===== config.mk =====
export PLATFORM = sky130hd
export DESIGN_NAME = core_control_wb_arbiter
export DESIGN_NICKNAME = d
export VERILOG_FILES = /design/src/rtl/core_control_wb_arbiter_pkg.sv /design/src/rtl/core_control_wb_fifo.sv /design/src/rtl/core_control_wb_arbiter.sv
export SDC_FILE = /design/constraint.sdc
export NUM_CORES = 1
export LEC_CHECK = 0
export ABC_AREA = 1
export CORE_MARGIN = 4
export CORE_UTILIZATION = 47
export CTS_BUF_LIST = sky130_fd_sc_hd__clkbuf_8
export DETAILED_ROUTE_END_ITERATION = 8
export PLACE_DENSITY = 0.82
export SYNTH_ARGS = -nofsm -noshare
export SYNTH_HDL_FRONTEND = slang
export SYNTH_SLANG_ARGS = --single-unit

===== constraint.sdc =====
create_clock -name clk -period 2.85 [get_ports clk]
set_input_delay 0.285 -clock clk [delete_from_list [all_inputs] [get_ports clk]]
set_output_delay 0.285 -clock clk [all_outputs]
set_load 0.02 [all_outputs]

===== src/rtl/core_control_wb_arbiter_pkg.sv =====
// Shared micro-architecture types for the writeback arbiter: register
// numbers, data words, the queued writeback entry and a one-hot helper.
package core_control_wb_arbiter_pkg;

  typedef logic [3:0]  reg_num;
  typedef logic [31:0] word;

  // One deferred ALU writeback: destination register and its result.
  typedef struct packed {
    reg_num rd;
    word    value;
  } wb_entry;

  // The program counter lives in r15; its pending bit is exported separately.
  localparam reg_num R15 = 4'd15;

  // One-hot mask selecting a single register of the pending scoreboard.
  function automatic logic [15:0] reg_onehot(input reg_num r);
    return 16'(1) << r;
  endfunction

endpackage


===== src/rtl/core_control_wb_fifo.sv =====
// Small circular FIFO holding ALU writebacks that lost the register-file
// write port. The caller guarantees no push when full and no pop when empty.
module core_control_wb_fifo
  import core_control_wb_arbiter_pkg::*;
#(
  parameter int DEPTH = 2
) (
  input  logic                     clk,
  input  logic                     rst,
  input  logic                     i_push,
  input  wb_entry                  i_push_data,
  input  logic                     i_pop,
  output wb_entry                  o_head,
  output logic [$clog2(DEPTH):0]   o_count
);

  localparam int AW = $clog2(DEPTH);
  localparam int CW = AW + 1;

  wb_entry         r_mem [DEPTH];
  logic [AW-1:0]   r_wr_ptr;
  logic [AW-1:0]   r_rd_ptr;
  logic [CW-1:0]   r_count;

  // Pointers and occupancy; a simultaneous push and pop keeps the count.
  always_ff @(posedge clk) begin
    if (rst) begin
      r_wr_ptr <= '0;
      r_rd_ptr <= '0;
      r_count  <= '0;
    end else begin
      if (i_push) r_wr_ptr <= r_wr_ptr + AW'(1);
      if (i_pop)  r_rd_ptr <= r_rd_ptr + AW'(1);
      case ({i_push, i_pop})
        2'b10:   r_count <= r_count + CW'(1);
        2'b01:   r_count <= r_count - CW'(1);
        default: r_count <= r_count;
      endcase
    end
  end

  // Entry storage; contents are don't-care until written, so no reset.
  always_ff @(posedge clk) begin
    if (i_push) r_mem[r_wr_ptr] <= i_push_data;
  end

  assign o_head  = r_mem[r_rd_ptr];
  assign o_count = r_count;

endmodule


===== src/rtl/core_control_wb_arbiter.sv =====
// Register-file write-port arbiter between the memory (load) and ALU
// writeback paths, plus a per-register pending scoreboard for hazard checks.
//
// Handshake: the ALU result transfers on a clock edge where alu_valid and
// alu_ready are both high. alu_ready depends only on the FIFO occupancy
// (never on alu_valid or on a same-cycle pop); while alu_ready is low the
// ALU holds its result stable. The memory path has no ready: a mem_valid
// cycle is always consumed and always owns the port.
module core_control_wb_arbiter
  import core_control_wb_arbiter_pkg::*;
#(
  parameter int DEPTH = 2
) (
  input  logic                    clk,
  input  logic                    rst,
  input  logic                    issue_valid,
  input  logic [3:0]              issue_rd,
  input  logic                    alu_valid,
  input  logic [3:0]              alu_rd,
  input  logic [31:0]             alu_value,
  output logic                    alu_ready,
  input  logic                    mem_valid,
  input  logic [3:0]              mem_rd,
  input  logic [31:0]             mem_value,
  output logic                    wr_en,
  output logic [3:0]              wr_rd,
  output logic [31:0]             wr_value,
  output logic [15:0]             pending,
  output logic                    pc_pending,
  output logic [$clog2(DEPTH):0]  fifo_count,
  output logic                    error
);

  localparam int CW = $clog2(DEPTH) + 1;

  logic [CW-1:0] w_count;
  logic          w_empty;
  logic          w_alu_ready;
  logic          w_alu_acc;
  logic          w_push;
  logic          w_pop;
  wb_entry       w_head;
  wb_entry       w_alu_entry;

  logic          w_nxt_en;
  reg_num        w_nxt_rd;
  word           w_nxt_value;

  logic [15:0]   w_set;
  logic [15:0]   w_clr;
  logic [15:0]   w_pending_nxt;
  logic          w_err_now;

  logic          r_wr_en;
  reg_num        r_wr_rd;
  word           r_wr_value;
  logic [15:0]   r_pending;
  logic          r_error;

  assign w_empty     = (w_count == '0);
  assign w_alu_ready = (w_count < CW'(DEPTH));
  assign w_alu_acc   = alu_valid && w_alu_ready;
  // An accepted ALU result is deferred whenever something else owns the port.
  assign w_push      = w_alu_acc && (mem_valid || !w_empty);
  assign w_pop       = !mem_valid && !w_empty;
  assign w_alu_entry = '{rd: alu_rd, value: alu_value};

  core_control_wb_fifo #(
    .DEPTH (DEPTH)
  ) u_fifo (
    .clk         (clk),
    .rst         (rst),
    .i_push      (w_push),
    .i_push_data (w_alu_entry),
    .i_pop       (w_pop),
    .o_head      (w_head),
    .o_count     (w_count)
  );

  // Port source priority: memory, then oldest queued ALU result, then bypass.
  always_comb begin
    w_nxt_en    = 1'b0;
    w_nxt_rd    = r_wr_rd;
    w_nxt_value = r_wr_value;
    if (mem_valid) begin
      w_nxt_en    = 1'b1;
      w_nxt_rd    = mem_rd;
      w_nxt_value = mem_value;
    end else if (!w_empty) begin
      w_nxt_en    = 1'b1;
      w_nxt_rd    = w_head.rd;
      w_nxt_value = w_head.value;
    end else if (alu_valid) begin
      w_nxt_en    = 1'b1;
      w_nxt_rd    = alu_rd;
      w_nxt_value = alu_value;
    end
  end

  // Scoreboard update (set beats clear) and protocol-violation detection.
  always_comb begin
    w_set         = issue_valid ? reg_onehot(issue_rd) : 16'h0000;
    w_clr         = r_wr_en ? reg_onehot(r_wr_rd) : 16'h0000;
    w_pending_nxt = (r_pending & ~w_clr) | w_set;
    w_err_now     = 1'b0;
    if (issue_valid && r_pending[issue_rd] && !(r_wr_en && (r_wr_rd == issue_rd)))
      w_err_now = 1'b1;
    if (mem_valid && !r_pending[mem_rd])
      w_err_now = 1'b1;
    if (w_alu_acc && !r_pending[alu_rd])
      w_err_now = 1'b1;
  end

  // Registered write port, scoreboard and sticky error flag.
  always_ff @(posedge clk) begin
    if (rst) begin
      r_wr_en    <= 1'b0;
      r_wr_rd    <= '0;
      r_wr_value <= '0;
      r_pending  <= '0;
      r_error    <= 1'b0;
    end else begin
      r_wr_en    <= w_nxt_en;
      r_wr_rd    <= w_nxt_rd;
      r_wr_value <= w_nxt_value;
      r_pending  <= w_pending_nxt;
      r_error    <= r_error | w_err_now;
    end
  end

  assign alu_ready  = w_alu_ready;
  assign wr_en      = r_wr_en;
  assign wr_rd      = r_wr_rd;
  assign wr_value   = r_wr_value;
  assign pending    = r_pending;
  assign pc_pending = r_pending[R15];
  assign fifo_count = w_count;
  assign error      = r_error;

endmodule


==> impl_metrics.toml <==
[outcome]
status = "finished, final reports clean"

[drt]
avgViaCountPerCell = 5.64
wl_per_cell_um = 18.1
drt_wl_total_mm = 17.0
remaining_drc_errors = 0
drt_iter0_markers = 481
vias = 5294
drt_pass1_iterations = 6
ant_nets = 0

[cells_and_area]
stdcell_count = 938
layout.nets = 839
layout-drive-gt1-share_pct = 11.0
n_fill_cell = 991
final_common_cell = "clkdlybuf4s50_1"
area_growth_pct = 30.6
layout_common_cells = "clkdlybuf4s50_1, nand2_1, nand3_1, edfxtp_1, dfxtp_1"
diodes = 0

[clocking]
holdBufCountCts = 0
cts_root_buf = "clkbuf_8"
cts_setup_buffers = 0
cts_buffers = 17
clock_sinks = 131
cts_tree = "yes"
cts_buffer_depth = 2
path_clk_slew_ps = 80
cts_resized = 0
htreeDepth = 4
clock_latency_ps = 430

[critical_path]
path_buf_inv = 1
cp.required_ps = 2570
rr_worst_depth = 8
worst_ep_arrival_time_ps = 1730
r2r_slack_ps = 970
r2r_start = "u_fifo.o_count[0]"
critPathSlowestCell = "clkdlybuf4s50_1"
path_class = "reg -> out"
path_max_fanout = 8
startpoint_type = "flip-flop"
endpoint_kind = "output pin"
cp_cell_sequence = "clkdlybuf4s50_1"
cpPeakStageDelay_ps = 710
cpLargestDelayFamily = "buffers and inverters"
r2r-end = "u_fifo.o_count[1]"
critPathLaunch = "wr_rd[2]"

[floorplan]
initial_core_util_pct = 48.8
die_h_um = 121
pin_count = 139
rows = 40
core_mm2 = 0.0122
dieArea_mm2 = 0.0146
die_w_um = 121

[min_path]
hold_class = "in -> reg"
hold-path-endpoint = "u_fifo.r_wr_ptr"
min_from = "mem_valid"
whs_path_depth = 5

[timing]
finalClockSkew_ps = 14.7
finalCriticalPeriod_ps = 2010
max_clock_freq_ghz = 0.497
rsz0062_at_grt = "false"
hold_viol = 0
finalCritPeriodShare_pct = 70.5
finalSetupViolations = 0
worst_pin_slew_ps = 884
fin_tns_setup_ps = 0
finalMaxSlewViolations = 0
maxSlewHeadroom_pct = 41.1

[synthesis]
synth_nets = 712
syn_area_per_cell_um2 = 9.47
yosysWarningCount = 0
ys_seq_area_share_pct = 56.1
syn-instance-count = 630
ys_ff_latch = 131
synth_area_mm2 = 0.00596
synth_cell_types = 28

[power_and_ir_drop]
ir_worst_vdd_mv = 0.605
power_density_mw_per_mm2 = 740
p_leak_nw = 2.75

[placement]
dpl.cell_count = 906
place.port_buffers = 138
place_congestion = 0.949
hpwl_mm = 11.4

[global_route]
grt_first_pass_wirelength_mm = 27.0
grt_max_degree = 40
grt_overflow = 0
grt_use_total_pct = 23.5
grt_pass1_vias = 5313
antenna_found_initial = 0

[job]
drv_cap = 0
==> worst max path at each step <==
stage | endpoint | cells after the start | slack [ps]
final | wr_rd[2] | 1 | 840
after CTS | wr_rd[2] | 1 | 830
after floorplan | u_fifo.r_mem[1][0] | 5 | 540
after global placement | u_fifo.r_mem[1][23] | 6 | 710
after detailed placement | u_fifo.r_mem[1][19] | 6 | 630
after global routing | wr_rd[2] | 1 | 810
==> metrics by stage <==
stage / setup slack (ps) / cell area [um^2] / util [%] / total power, mW / hold WS (ps)
global route: 812 / 7790 / 63.8 / 6.03 / 345
detailed placement: 628 / 7420 / 60.8 / 4.35 / 439
CTS: 832 / 7790 / 63.8 / 5.77 / 303
global placement: 710 / 7420 / 60.8 / 4.29 / 424
floorplan: 539 / 5970 / - / 3.64 / 384
finish: 839 / 7790 / 63.8 / 5.77 / 326
==> final cells by class <==
class / count / area (um^2) / share of cell area [%]
Inverter: 34 / 130 / 1.67
Timing Repair Buffer: 148 / 1460 / 18.8
Sequential cell: 131 / 3340 / 42.9
Clock buffer: 20 / 275 / 3.53
Clock inverter: 12 / 91.3 / 1.17
Tap cell: 168 / 210 / 2.70
Multi-Input combinational cell: 425 / 2270 / 29.2
==> synth_stat cells, drive strengths merged <==
cell | count | area share (%)
nand2 | 132 | 8.3
nand3 | 75 | 6.5
edfxtp | 72 | 36
dfxtp | 59 | 20
o21ai | 59 | 5.0
a21oi | 57 | 4.8
a31oi | 36 | 3.8
mux2 | 36 | 6.8
inv | 34 | 2.2
buf | 29 | 3.2
nor2 | 22 | 1.6
clkbuf | 11 | 0.76
xnor2 | 2 | 0.29
a21boi | 1 | 0.13
a22oi | 1 | 0.13
ha | 1 | 0.21
nor3 | 1 | 0.084
o211ai | 1 | 0.13
xor2 | 1 | 0.15
==> worst reg2reg max path, cell delays in order (launching register included) <==
cell,delay [ps]
dfxtp_1,390
nor2_4,320
nand2_1,130
nand2_1,220
ha_1,300
a21oi_1,110
o21ai_0,110
o21ai_0,150
a21oi_1,50
==> flip-flops by register name, summed over array words and instances, names as in the netlist, named ones only <==
name,count
error,1
pending,16
u_fifo.o_count,2
u_fifo.r_mem,72
u_fifo.r_rd_ptr,1
u_fifo.r_wr_ptr,1
wr_en,1
wr_rd,4
wr_value,32
==> power breakdown <==
group | switching [mW] | internal [mW] | total (mW) | leakage (nW)
clock | 0.696 | 0.742 | 1.44 | 0.192
combinational | 0.983 | 0.765 | 1.75 | 1.41
sequential | 0.236 | 2.34 | 2.58 | 1.15
==> logic make-up (layout without fill, tap and decap cells) <==
| kind of cell | Yosys count | count (layout) | synth area share (%) |
|---|---|---|---|
| muxes | 36 | 36 | 6.80 |
| AOI/OAI and AO/OA | 155 | 155 | 13.9 |
| adders and majority gates | 1 | 1 | 0.210 |
| xor gates and xnor gates | 3 | 3 | 0.441 |
| and+or+nand+nor | 230 | 230 | 16.5 |
| DFF | 131 | 131 | 56.1 |
| buffers and inverters | 74 | 214 | 6.15 |
==> per-layer routing <==
| metal | routed length (um) | GRT usage [%] | share of wire (%) | vias up |
|---|---|---|---|---|
| met5 | 0 | 0 | 0 | - |
| met4 | 250 | 8.07 | 1.5 | 0 |
| met3 | 1540 | 5.80 | 9.1 | 24 |
| met2 | 7870 | 37.5 | 46 | 312 |
| met1 | 7310 | 31.5 | 43 | 2481 |
| li1 | - | - | - | 2477 |
No activity file was read; power rests on OpenSTA's default activity.
